<file path="src/rtl/hex_display_bank.sv">
// Multi-digit seven-segment driver: hex or BCD (shift-add-3) display with
// leading-zero blanking, overflow dashes and whole-display blink.
module hex_display_bank #(
    parameter int unsigned DIGITS    = 6,
    parameter int unsigned BLINK_DIV = 25000000
) (
    input  logic                  clk,
    input  logic                  reset,
    input  logic                  start,
    input  logic [4*DIGITS-1:0]   value,
    input  logic                  mode_dec,
    input  logic                  blank_lz,
    input  logic                  blink_en,
    output logic [7*DIGITS-1:0]   hex,
    output logic                  busy,
    output logic                  done,
    output logic                  overflow
);

    localparam int unsigned W     = 4 * DIGITS;
    localparam int unsigned BIT_W = $clog2(W);
    localparam int unsigned CNT_W = $clog2(BLINK_DIV);

    localparam logic [6:0] SEG_BLANK = 7'h7F;
    localparam logic [6:0] SEG_DASH  = 7'h3F;

    function automatic logic [63:0] max_dec(input int unsigned n);
        logic [63:0] p;
        p = 64'd1;
        for (int unsigned i = 0; i < n; i++) begin
            p = p * 64'd10;
        end
        return p - 64'd1;
    endfunction

    localparam logic [63:0] MAX_DEC = max_dec(DIGITS);

    typedef enum logic {
        S_IDLE,
        S_CONV
    } state_e;

    // One double-dabble step: correct every BCD digit, then shift in the next bit.
    function automatic logic [W-1:0] dabble(input logic [W-1:0] bcd, input logic bit_in);
        logic [W-1:0] adj;
        adj = bcd;
        for (int i = 0; i < int'(DIGITS); i++) begin
            if (adj[4*i +: 4] >= 4'd5) begin
                adj[4*i +: 4] = adj[4*i +: 4] + 4'd3;
            end
        end
        return {adj[W-2:0], bit_in};
    endfunction

    function automatic logic [6:0] seg7(input logic [3:0] d);
        logic [6:0] s;
        case (d)
            4'h0:    s = 7'h40;
            4'h1:    s = 7'h79;
            4'h2:    s = 7'h24;
            4'h3:    s = 7'h30;
            4'h4:    s = 7'h19;
            4'h5:    s = 7'h12;
            4'h6:    s = 7'h02;
            4'h7:    s = 7'h78;
            4'h8:    s = 7'h00;
            4'h9:    s = 7'h10;
            4'hA:    s = 7'h08;
            4'hB:    s = 7'h03;
            4'hC:    s = 7'h46;
            4'hD:    s = 7'h21;
            4'hE:    s = 7'h06;
            default: s = 7'h0E;
        endcase
        return s;
    endfunction

    state_e             state_q, state_d;
    logic [BIT_W-1:0]   bit_cnt_q, bit_cnt_d;
    logic [W-1:0]       shift_q, shift_d;
    logic [W-1:0]       bcd_q, bcd_d;
    logic               ovf_pend_q, ovf_pend_d;
    logic [W-1:0]       digits_q, digits_d;
    logic               overflow_q, overflow_d;
    logic               done_q, done_d;
    logic               busy_q, busy_d;
    logic [CNT_W-1:0]   blink_cnt_q, blink_cnt_d;
    logic               phase_on_q, phase_on_d;
    logic               post_rst_q, post_rst_d;
    logic [DIGITS-1:0]  upper_zero;

    // Request capture and bit-serial conversion
    always_comb begin
        state_d    = state_q;
        bit_cnt_d  = bit_cnt_q;
        shift_d    = shift_q;
        bcd_d      = bcd_q;
        ovf_pend_d = ovf_pend_q;
        digits_d   = digits_q;
        overflow_d = overflow_q;
        done_d     = 1'b0;
        busy_d     = busy_q;
        post_rst_d = 1'b0;
        case (state_q)
            S_IDLE: begin
                if (start) begin
                    if (mode_dec) begin
                        state_d    = S_CONV;
                        busy_d     = 1'b1;
                        bit_cnt_d  = '0;
                        shift_d    = value;
                        bcd_d      = '0;
                        ovf_pend_d = (64'(value) > MAX_DEC);
                    end else begin
                        digits_d   = value;
                        overflow_d = 1'b0;
                        done_d     = 1'b1;
                    end
                end
            end
            S_CONV: begin
                bcd_d     = dabble(bcd_q, shift_q[W-1]);
                shift_d   = {shift_q[W-2:0], 1'b0};
                bit_cnt_d = bit_cnt_q + BIT_W'(1);
                if (bit_cnt_q == BIT_W'(W - 1)) begin
                    state_d    = S_IDLE;
                    busy_d     = 1'b0;
                    digits_d   = bcd_d;
                    overflow_d = ovf_pend_q;
                    done_d     = 1'b1;
                end
            end
            default: state_d = S_IDLE;
        endcase
    end

    // Blink phase: free-running while enabled, parked at "on" otherwise
    always_comb begin
        blink_cnt_d = blink_cnt_q;
        phase_on_d  = phase_on_q;
        if (!blink_en) begin
            blink_cnt_d = '0;
            phase_on_d  = 1'b1;
        end else if (blink_cnt_q == CNT_W'(BLINK_DIV - 1)) begin
            blink_cnt_d = '0;
            phase_on_d  = ~phase_on_q;
        end else begin
            blink_cnt_d = blink_cnt_q + CNT_W'(1);
        end
    end

    always_ff @(posedge clk) begin
        if (reset) begin
            state_q     <= S_IDLE;
            bit_cnt_q   <= '0;
            shift_q     <= '0;
            bcd_q       <= '0;
            ovf_pend_q  <= 1'b0;
            digits_q    <= '0;
            overflow_q  <= 1'b0;
            done_q      <= 1'b0;
            busy_q      <= 1'b0;
            blink_cnt_q <= '0;
            phase_on_q  <= 1'b1;
            post_rst_q  <= 1'b1;
        end else begin
            state_q     <= state_d;
            bit_cnt_q   <= bit_cnt_d;
            shift_q     <= shift_d;
            bcd_q       <= bcd_d;
            ovf_pend_q  <= ovf_pend_d;
            digits_q    <= digits_d;
            overflow_q  <= overflow_d;
            done_q      <= done_d;
            busy_q      <= busy_d;
            blink_cnt_q <= blink_cnt_d;
            phase_on_q  <= phase_on_d;
            post_rst_q  <= post_rst_d;
        end
    end

    // upper_zero[i]: digit i and every digit above it are zero
    always_comb begin
        logic run;
        run        = 1'b1;
        upper_zero = '0;
        for (int i = int'(DIGITS) - 1; i >= 0; i--) begin
            run           = run & (digits_q[4*i +: 4] == 4'd0);
            upper_zero[i] = run;
        end
    end

    // Segment mapping; blanking priority: reset/blink > overflow dash > leading zero
    always_comb begin
        logic [6:0] seg;
        seg = SEG_BLANK;
        hex = '1;
        for (int i = 0; i < int'(DIGITS); i++) begin
            seg = seg7(digits_q[4*i +: 4]);
            if (blank_lz && (i != 0) && upper_zero[i]) begin
                seg = SEG_BLANK;
            end
            if (overflow_q) begin
                seg = SEG_DASH;
            end
            if (reset || post_rst_q || (blink_en && !phase_on_q)) begin
                seg = SEG_BLANK;
            end
            hex[7*i +: 7] = seg;
        end
    end

    assign busy     = busy_q;
    assign done     = done_q;
    assign overflow = overflow_q;

endmodule

</file>
<file path="config.mk">
export PLATFORM = sky130hd
export DESIGN_NAME = hex_display_bank
export DESIGN_NICKNAME = d
export VERILOG_FILES = /design/src/rtl/hex_display_bank.sv
export SDC_FILE = /design/constraint.sdc
export NUM_CORES = 1
export LEC_CHECK = 0
export BUFFER_PORTS_ARGS = -buffer_cell sky130_fd_sc_hd__buf_2
export CAP_MARGIN = 5
export CORE_ASPECT_RATIO = 2
export CORE_UTILIZATION = 25
export CTS_CLUSTER_SIZE = 20
export DETAILED_ROUTE_END_ITERATION = 8
export HOLD_SLACK_MARGIN = 0.03
export PLACE_DENSITY = 0.51
export SLEW_MARGIN = 20
export SYNTH_ARGS = -nofsm -noshare
export SYNTH_HDL_FRONTEND = slang
export SYNTH_SLANG_ARGS = --single-unit
</file>
<file path="constraint.sdc">
create_clock -name clk -period 2.7 [get_ports clk]
set_input_delay 0.135 -clock clk [delete_from_list [all_inputs] [get_ports clk]]
set_output_delay 0.135 -clock clk [all_outputs]
set_load 0.005 [all_outputs]
</file>
* After elaboration in Yosys (flattened, before gate mapping)
Memories as Yosys holds them, arrays and structs flattened. A register that Yosys moved wholly into a read port is not among the register bits. Cells that the tools add are included.
Storage, ports and cells: latch bits 0, input port bits 30, memory bits (writable) 0, flip-flop bits (word level) 109, output and inout bits 45, ROM bits 672, memories 6, logic and storage cells 131
Memories:
- (name not given) | words 16, bits a word 7, read ports 1, clocked after Yosys merged registers in 1, wr ports 0, RTL line 57 | case (d)
- (name not given) | words 16, bits a word 7, read ports 1, clocked after Yosys merged registers in 1, wr ports 0, RTL line 57
- (name not given) | words 16, bits a word 7, read ports 1, clocked after Yosys merged registers in 1, wr ports 0, RTL line 57
- (name not given) | words 16, bits a word 7, read ports 1, clocked after Yosys merged registers in 1, wr ports 0, RTL line 57
- (name not given) | words 16, bits a word 7, read ports 1, clocked after Yosys merged registers in 1, wr ports 0, RTL line 57
- (name not given) | words 16, bits a word 7, read ports 1, clocked after Yosys merged registers in 1, wr ports 0, RTL line 57
Cells by class: muxes and demuxes 65, add/sub/neg operators 8, $mul 0, order comparisons 7, reductions and logical operators 20, divide/modulo/power cells 0, bitwise operators 7, equal/unequal tests 6, shifts and indexed selects 0
Operator list (count):
- $mux 24 | 7
- $pmux 24 s2 | 3
- $mux 7 | 17
- $mux 4 | 17
- $add 25x1->25 const B | 1
- $eq 25x25->1 const B | 1
- $ge 4x3->1 const B | 6
- $gt 24x20->1 const B | 1
- $add 4x2->4 const B | 5
- $logic_not 4->1 | 5
- $mux 1 | 13
- $mux 5 | 2
- $pmux 5 s2 | 1
- $reduce_and 3->1 | 3
- $pmux 1 s2 | 4
- $logic_and 1x1->1 | 6
- $ne 2x2->1 const B | 3
- $add 5x1->5 const B | 1
- $eq 5x5->1 const B | 1
- $and 1x1->1 | 4
- $add 3x2->3 const B | 1
- $mux 3 | 1
- $not 1->1 | 3
- $reduce_or 3->1 | 1
- other kinds (5) | 6

* Logic depth before layout (Yosys ltp)
Gate-level depths: netlist of the first run.
word-level depth 9, depth in mapped cells 12, mapped depth without buffers 12

* Worst setup path before layout of the first run
OpenSTA, ideal clock, no wires.
kind register -> register, start register bit_cnt_q[0], end register (tool-made name), arrival 2.639 ns, clock period less this slack 2.760 ns, slack -0.060 ns, path buffers 2, cell stages (with the launch flop) 13, setup time 0.121 ns, cells stage by stage dfxtp_1 -> ha_1 -> nand2_1 -> o31ai_4 -> buf_8 -> buf_12 -> nor2_1 -> a311oi_2 -> inv_1 -> ha_1 -> mux2_2 -> nand2_1 -> o21ai_0
RTL lines:
- start: declaration | RTL line 79 | logic [BIT_W-1:0] bit_cnt_q, bit_cnt_d;
- start signal: assignment | RTL line 168 | bit_cnt_q <= bit_cnt_d;

==> reports/qor.yml, run 1 <==
drt:
  topRoutingLayerUsed: "met4"
  antenna_left: 0
  drt-total-wl_um: 21870
  vias: 7031
  m1WireLength_um: 8626
  post_drt_wl_per_cell_um: 14.51
  drc: 0
  met3WireLength_um: 688
  first_iter_violations: 339
  drt-vias-per-instance: 4.666
  met2_length_um: 12180
  firstDrtPassIters: 4
clock_network:
  clk_pin_slew_ns: 0.07
  cts_sinks: 151
  numCtsBuffers: 17
  htreeDepth: 4
  cts_buffer_depth: 2
  clock_latency_ns: 0.45
  cts-root-buf: "clkbuf_16"
  cts_tree: "done"
layout:
  regArea_sq_um: 3033
  area.growth.synth_to_final_pct: 23.01
  fillerInstances: 3478
  nets: 1148
  antennaDiodeCount: 0
  drive_gt1_share_pct: 23.61
  design_area_sq_um: 9973
  multi_input_area_sq_um: 4711
timing:
  tightest_slew_ns: 0.5195
  hold_viol: 0
  timing.slew.headroom_pct: 65.10
  clock-skew-final_ns: 0.02074
  period_share_pct: 94.40
  slew_viol_final: 0
  fin_crit_ns: 2.549
  fmax_ghz: 0.3923
  setup_ws_ns: 0.1511
  final-setup-viol-count: 0
  whs_ns: 0.06758
power_and_ir_drop:
  power_density_nw_per_um2: 563.3
  power_leakage_nw: 3.777
  ir_drop_v: 0.0004067
setup_path:
  cp-start-kind: "register"
  rr_worst_depth: 12
  worst_setup_path_end_kind: "register"
  required_ns: 3.04
  worstSetupPathType: "register to register"
  r2r-start: "bit_cnt_q[1]$_SDFFE_PP0P_"
  reg2reg_slack_ns: 0.15
  cp.arrival_ns: 2.89
  cp_max_fo: 15
die:
  core-area_sq_um: 32120
  fp.dieH_um: 256.7
  num_rows: 93
  die_w_um: 129.3
  start_util_pct: 25.25
  dieArea_sq_um: 33200
  design.portCount: 75
synth:
  synth_edf_count: 0
  ys.warnings.count: 0
  ys_seq_elements: 151
  yosysSeqAreaShare_pct: 37.28
  syn-instance-count: 963
  synthArstFlopShare_pct: 0
  syn_area_per_cell_sq_um: 8.419
  synth_area_sq_um: 8108
  synth_ff_type: "dfxtp_1"
  ys_types: 55
  synth_fp_nets: 1043
grt:
  grt.total_usage_pct: 13.77
  grt_max_degree: 63
  grt_pass1_wl_um: 35580
  grt-ovfl-total: 0
  first_global_vias: 6947
  antenna_found_initial: 0
min_path:
  min_path_cells: 3
  hold_path.class: "primary input to register"
  hold_start: "value[5]"
  min_to: "digits_q[5]$_SDFFE_PP0N_"
placement:
  port_buffers: 74
  gp_congestion: 0.7817
  dp_slack_ns: -0.009541
  placed_area_sq_um: 9189
  dp_hpwl_um: 16340
flow_run:
  cap_violations: 0
status:
  status: "finished clean"
==> stage by stage <==
stage	power, mW	std cells	setup TNS [ns]	util [%]
detailed placement	3.260	1465	-0.009541	28.61
global placement	3.256	1465	0	28.61
CTS	5.694	1498	0	30.52
global route	5.891	1507	-0.0009377	31.05
finish	5.618	1507	0	31.05
floorplan	2.963	963	-0.04602	-
==> how the worst max path moves through the flow <==
stage,from,endpoint,slack (ns),depth (start not counted)
after floorplan,bit_cnt_q[0]$_SDFFE_PP0P_,register,-0.02,12
after detailed placement,bit_cnt_q[1]$_SDFFE_PP0P_,register,-0.01,11
after global routing,bit_cnt_q[0]$_SDFFE_PP0P_,register,-0.0009,12
after CTS,bcd_q[9]$_SDFFE_PP0P_,register,0.008,12
final,bit_cnt_q[1]$_SDFFE_PP0P_,register,0.15,12
after global placement,bcd_q[9]$_SDFFE_PP0P_,register,0.08,12
==> Yosys cell counts, types with 7 or more instances <==
cell | instances | share of area, %
a21oi_1 | 88 | 5.4
a311oi_1 | 19 | 2.1
a311oi_2 | 11 | 2.0
buf_1 | 7 | 0.32
buf_2 | 16 | 0.99
clkbuf_1 | 28 | 1.3
dfxtp_1 | 151 | 37
ha_1 | 50 | 7.7
inv_1 | 43 | 2.0
mux2_2 | 11 | 1.5
mux2i_1 | 19 | 2.3
nand2_1 | 110 | 5.1
nand2b_1 | 37 | 2.9
nand3_1 | 45 | 2.8
nor2_1 | 96 | 4.4
nor2b_1 | 9 | 0.69
nor3_1 | 9 | 0.56
nor4_1 | 8 | 0.62
o211ai_1 | 12 | 1.1
o21ai_0 | 43 | 2.7
o22ai_1 | 7 | 0.54
or2_2 | 18 | 1.4
or3_1 | 7 | 0.54
or3b_2 | 7 | 0.76
xnor2_1 | 18 | 1.9
xor2_1 | 18 | 1.9
==> cell usage in the layout, fill, tap and decap left out, types with 19 or more instances in the layout <==
master,instances
nand3_1,45
a311oi_1,19
nand2_1,109
a21oi_1,83
buf_4,64
nor2_1,96
o21ai_0,42
buf_2,73
mux2i_1,19
nand2b_1,36
inv_1,38
dfxtp_1,143
ha_1,47
==> cells by family after synthesis <==
kind of cell | share of synthesized area, %
simple gates | 22.10
xor+xnor | 3.889
buf+inv | 5.664
flops | 37.28
fa+ha+maj | 7.716
mux | 3.873
compound gates | 19.48
==> area by class of cell <==
class / instances / area share, %
well taps: 427 / 5.357
clock buffers: 20 / 4.579
multi-input cells: 710 / 47.23
clock inverters: 11 / 1.255
flip-flops and latches: 151 / 30.41
repair buffers: 143 / 9.447
inverters: 45 / 1.719
==> power by group <==
part / internal (mW) / leakage (nW) / switching, mW
combinational: 0.348 / 2.27 / 0.475
clock: 1.40 / 0.271 / 0.992
sequential: 2.36 / 1.24 / 0.0447
total: 4.11 / 3.78 / 1.51
==> critical path: stages (launching register included) <==
cell	delay, ns
dfxtp_2	0.35
ha_2	0.17
nand2_1	0.10
o31ai_4	0.39
buf_12	0.20
buf_4	0.15
a311oi_2	0.10
buf_4	0.16
buf_4	0.14
ha_1	0.26
nand2b_1	0.11
o21ai_0	0.08
a32o_1	0.21
==> timing repair <==
item                                   CTS  global route
setup buffers                            0             8
gates cloned                             0             1
pin swaps                                1             7
endpoints found under the hold margin    2             0
gates resized for setup                  2            29
hold buffers                             2             0
setup endpoints to repair                7            42
==> per-layer routing <==
layer | vias up | GRT usage, %
met3 | 17 | 2.942
met5 | - | 0
li1 | 3576 | -
met2 | 107 | 25.75
met4 | 0 | 6.078
met1 | 3331 | 14.32
Power figures use the tool's default switching activity.
==> run 2: changes to the inputs <==
- CORE_MARGIN: unset -> 2
- SKIP_LAST_GASP: unset -> 1
==> run 2 against run 1 <==
Sequential power about the same. Clock skew decreased by 0.010 ns. Final cell count rose by 0.60%. First-iteration DRC count grew 15%. Core utilization is 0.19 points higher. Total power increased by 1.5%. Register-to-register slack worse by 0.03 ns. Critical path type unchanged.
==> reports/qor.yml, run 2 (synthesized netlist as in run 1, its figures left out) <==
timing:
  clock-skew-final_ns: 0.01033
  final-setup-viol-count: 0
  rsz0062_at_grt: "yes"
  fmax_ghz: 0.3875
  tightest_slew_ns: 0.6126
  period_share_pct: 95.57
  slew_viol_final: 0
  timing.slew.headroom_pct: 58.85
  hold_viol: 0
  fin_crit_ns: 2.580
  fin_setup_tns_ns: 0
  setup_ws_ns: 0.1195
placement:
  port_buffers: 74
  dp_hpwl_um: 16460
  dp_cells: 1473
  placed_area_sq_um: 9261
  dp_slack_ns: 0.05216
  gp_congestion: 0.8162
layout:
  regArea_sq_um: 3028
  multi_input_area_sq_um: 4684
  area.growth.synth_to_final_pct: 23.78
  design_area_sq_um: 10040
  final_common_cell: "dfxtp_1"
  drive_gt1_share_pct: 23.32
  final_cell_mix: "147 x dfxtp_1, 110 x nand2_1, 96 x nor2_1, 84 x a21oi_1, 73 x buf_2"
  antennaDiodeCount: 0
  fillerInstances: 3462
  stdcell_count: 1516
  nets: 1156
drt:
  drc: 0
  firstDrtPassIters: 5
  first_iter_violations: 390
  post_drt_wl_per_cell_um: 14.54
  antenna_left: 0
  drt-vias-per-instance: 4.651
  drt-total-wl_um: 22040
  vias: 7051
die:
  num_rows: 93
  fp.dieH_um: 258.7
  dieArea_sq_um: 33980
  core-area_sq_um: 32120
  die_w_um: 131.3
  design.portCount: 75
  start_util_pct: 25.25
power_and_ir_drop:
  ir_drop_v: 0.0003228
  pwr-share-clk_pct: 43.3
  comb_power_share_pct: 14.6
  p_seq_share_pct: 42.2
  p_sw_mw: 1.509
  power_leakage_nw: 3.822
  p_sw_share_pct: 26.48
  power_density_nw_per_um2: 567.9
  internal-power_mw: 4.190
flow_run:
  cap_violations: 0
grt:
  grt_max_degree: 76
  grt.total_usage_pct: 13.09
  first_global_vias: 6860
  antenna_found_initial: 0
  grt_pass1_wl_um: 35540
  grt-ovfl-total: 0
clock_network:
  clk_pin_slew_ns: 0.07
  htreeDepth: 4
  clock_latency_ns: 0.45
  cts_buffer_depth: 2
  cts-root-buf: "clkbuf_16"
  cts_sinks: 151
  cts_tree: "done"
  numCtsBuffers: 17
setup_path:
  cp-start-kind: "register"
  reg2reg_slack_ns: 0.12
  rr_worst_depth: 10
  worstSetupPathType: "register to register"
  cp.arrival_ns: 2.92
  worst_setup_path_end_kind: "register"
  r2r-start: "bcd_q[17]$_SDFFE_PP0P_"
  required_ns: 3.04
  cp_max_fo: 4
min_path:
  min_path_cells: 3
  min_to: "done$_SDFF_PP0_"
  hold_start: "mode_dec"
  hold_path.class: "primary input to register"
status:
  status: "finished clean"
==> run 2: cell count changes in the layout (fill, tap and decap cells not counted), sizes merged <==
cell / previous run / this run
clkinvlp: 5 / 4
buf: 140 / 148
inv: 44 / 43
clkinv: 5 / 6
bufinv: 2 / 3
clkbuf: 21 / 22
==> run 2: layout make-up <==
type / count / area share (%)
multi-input combinational: 710 / 46.68
sequential: 151 / 30.17
timing repair buffer: 151 / 10.11
tap: 427 / 5.324
clock buffer: 21 / 4.488
inverter: 45 / 1.745
clock inverter: 11 / 1.484
==> run 2: how the worst max path moves through the flow <==
stage                               from  endpoint  slack [ns]  cells past startpoint
2_1_floorplan  bit_cnt_q[0]$_SDFFE_PP0P_  register       -0.02                     12
3_3_place_gp       bcd_q[0]$_SDFFE_PP0P_  register        0.10                      7
3_5_place_dp   bit_cnt_q[1]$_SDFFE_PP0P_  register        0.05                     11
4_1_cts        bit_cnt_q[1]$_SDFFE_PP0P_  register        0.03                     11
5_1_grt            bcd_q[9]$_SDFFE_PP0P_  register       -0.05                     12
6_report          bcd_q[17]$_SDFFE_PP0P_  register        0.12                     10
==> run 2: timing repair <==
item                       in CTS  in global routing
setup endpoints to repair       2                 35
buffers inserted                0                  8
resized for setup               1                 19
pin swaps                       0                  7
hold buffers                    2                  0
hold endpoints to repair        2                  0
gates cloned                    0                  1
==> run 2: layer usage <==
layer  global-route usage (%)  part of all wire (%)  vias up
met3                    2.700                   3.0       22
li1                         -                     -     3582
met4                    4.801                   1.9        0
met2                    25.48                    56      116
met5                        0                     0        -
met1                    13.68                    40     3331
==> run 2: critical path, stage by stage, from the launching register on <==
cell,delay (ns)
dfxtp_1,0.37
inv_1,0.08
ha_1,0.17
nand2b_1,0.18
nor4b_1,0.16
a31oi_1,0.39
a311oi_2,0.21
buf_4,0.19
ha_1,0.22
or3_1,0.38
o221a_1,0.12
==> run 2: power by group through the flow <==
stage | clock network [mW] | logic, mW | registers, mW
after floorplan | 0 | 0.531 | 2.43
after CTS | 2.54 | 0.819 | 2.41
final | 2.47 | 0.830 | 2.40
after global placement | 0 | 0.810 | 2.46
after detailed placement | 0 | 0.815 | 2.46
after global routing | 2.61 | 0.929 | 2.42
==> run 2: through the flow <==
step | hold WS, ns | total power [mW] | utilization (%)
global route | 0.06008 | 5.959 | 31.25
finish | 0.05799 | 5.699 | 31.25
global placement | 0.3705 | 3.266 | 28.84
CTS | 0.04383 | 5.761 | 30.77
floorplan | 0.1627 | 2.963 | -
detailed placement | 0.3692 | 3.270 | 28.84
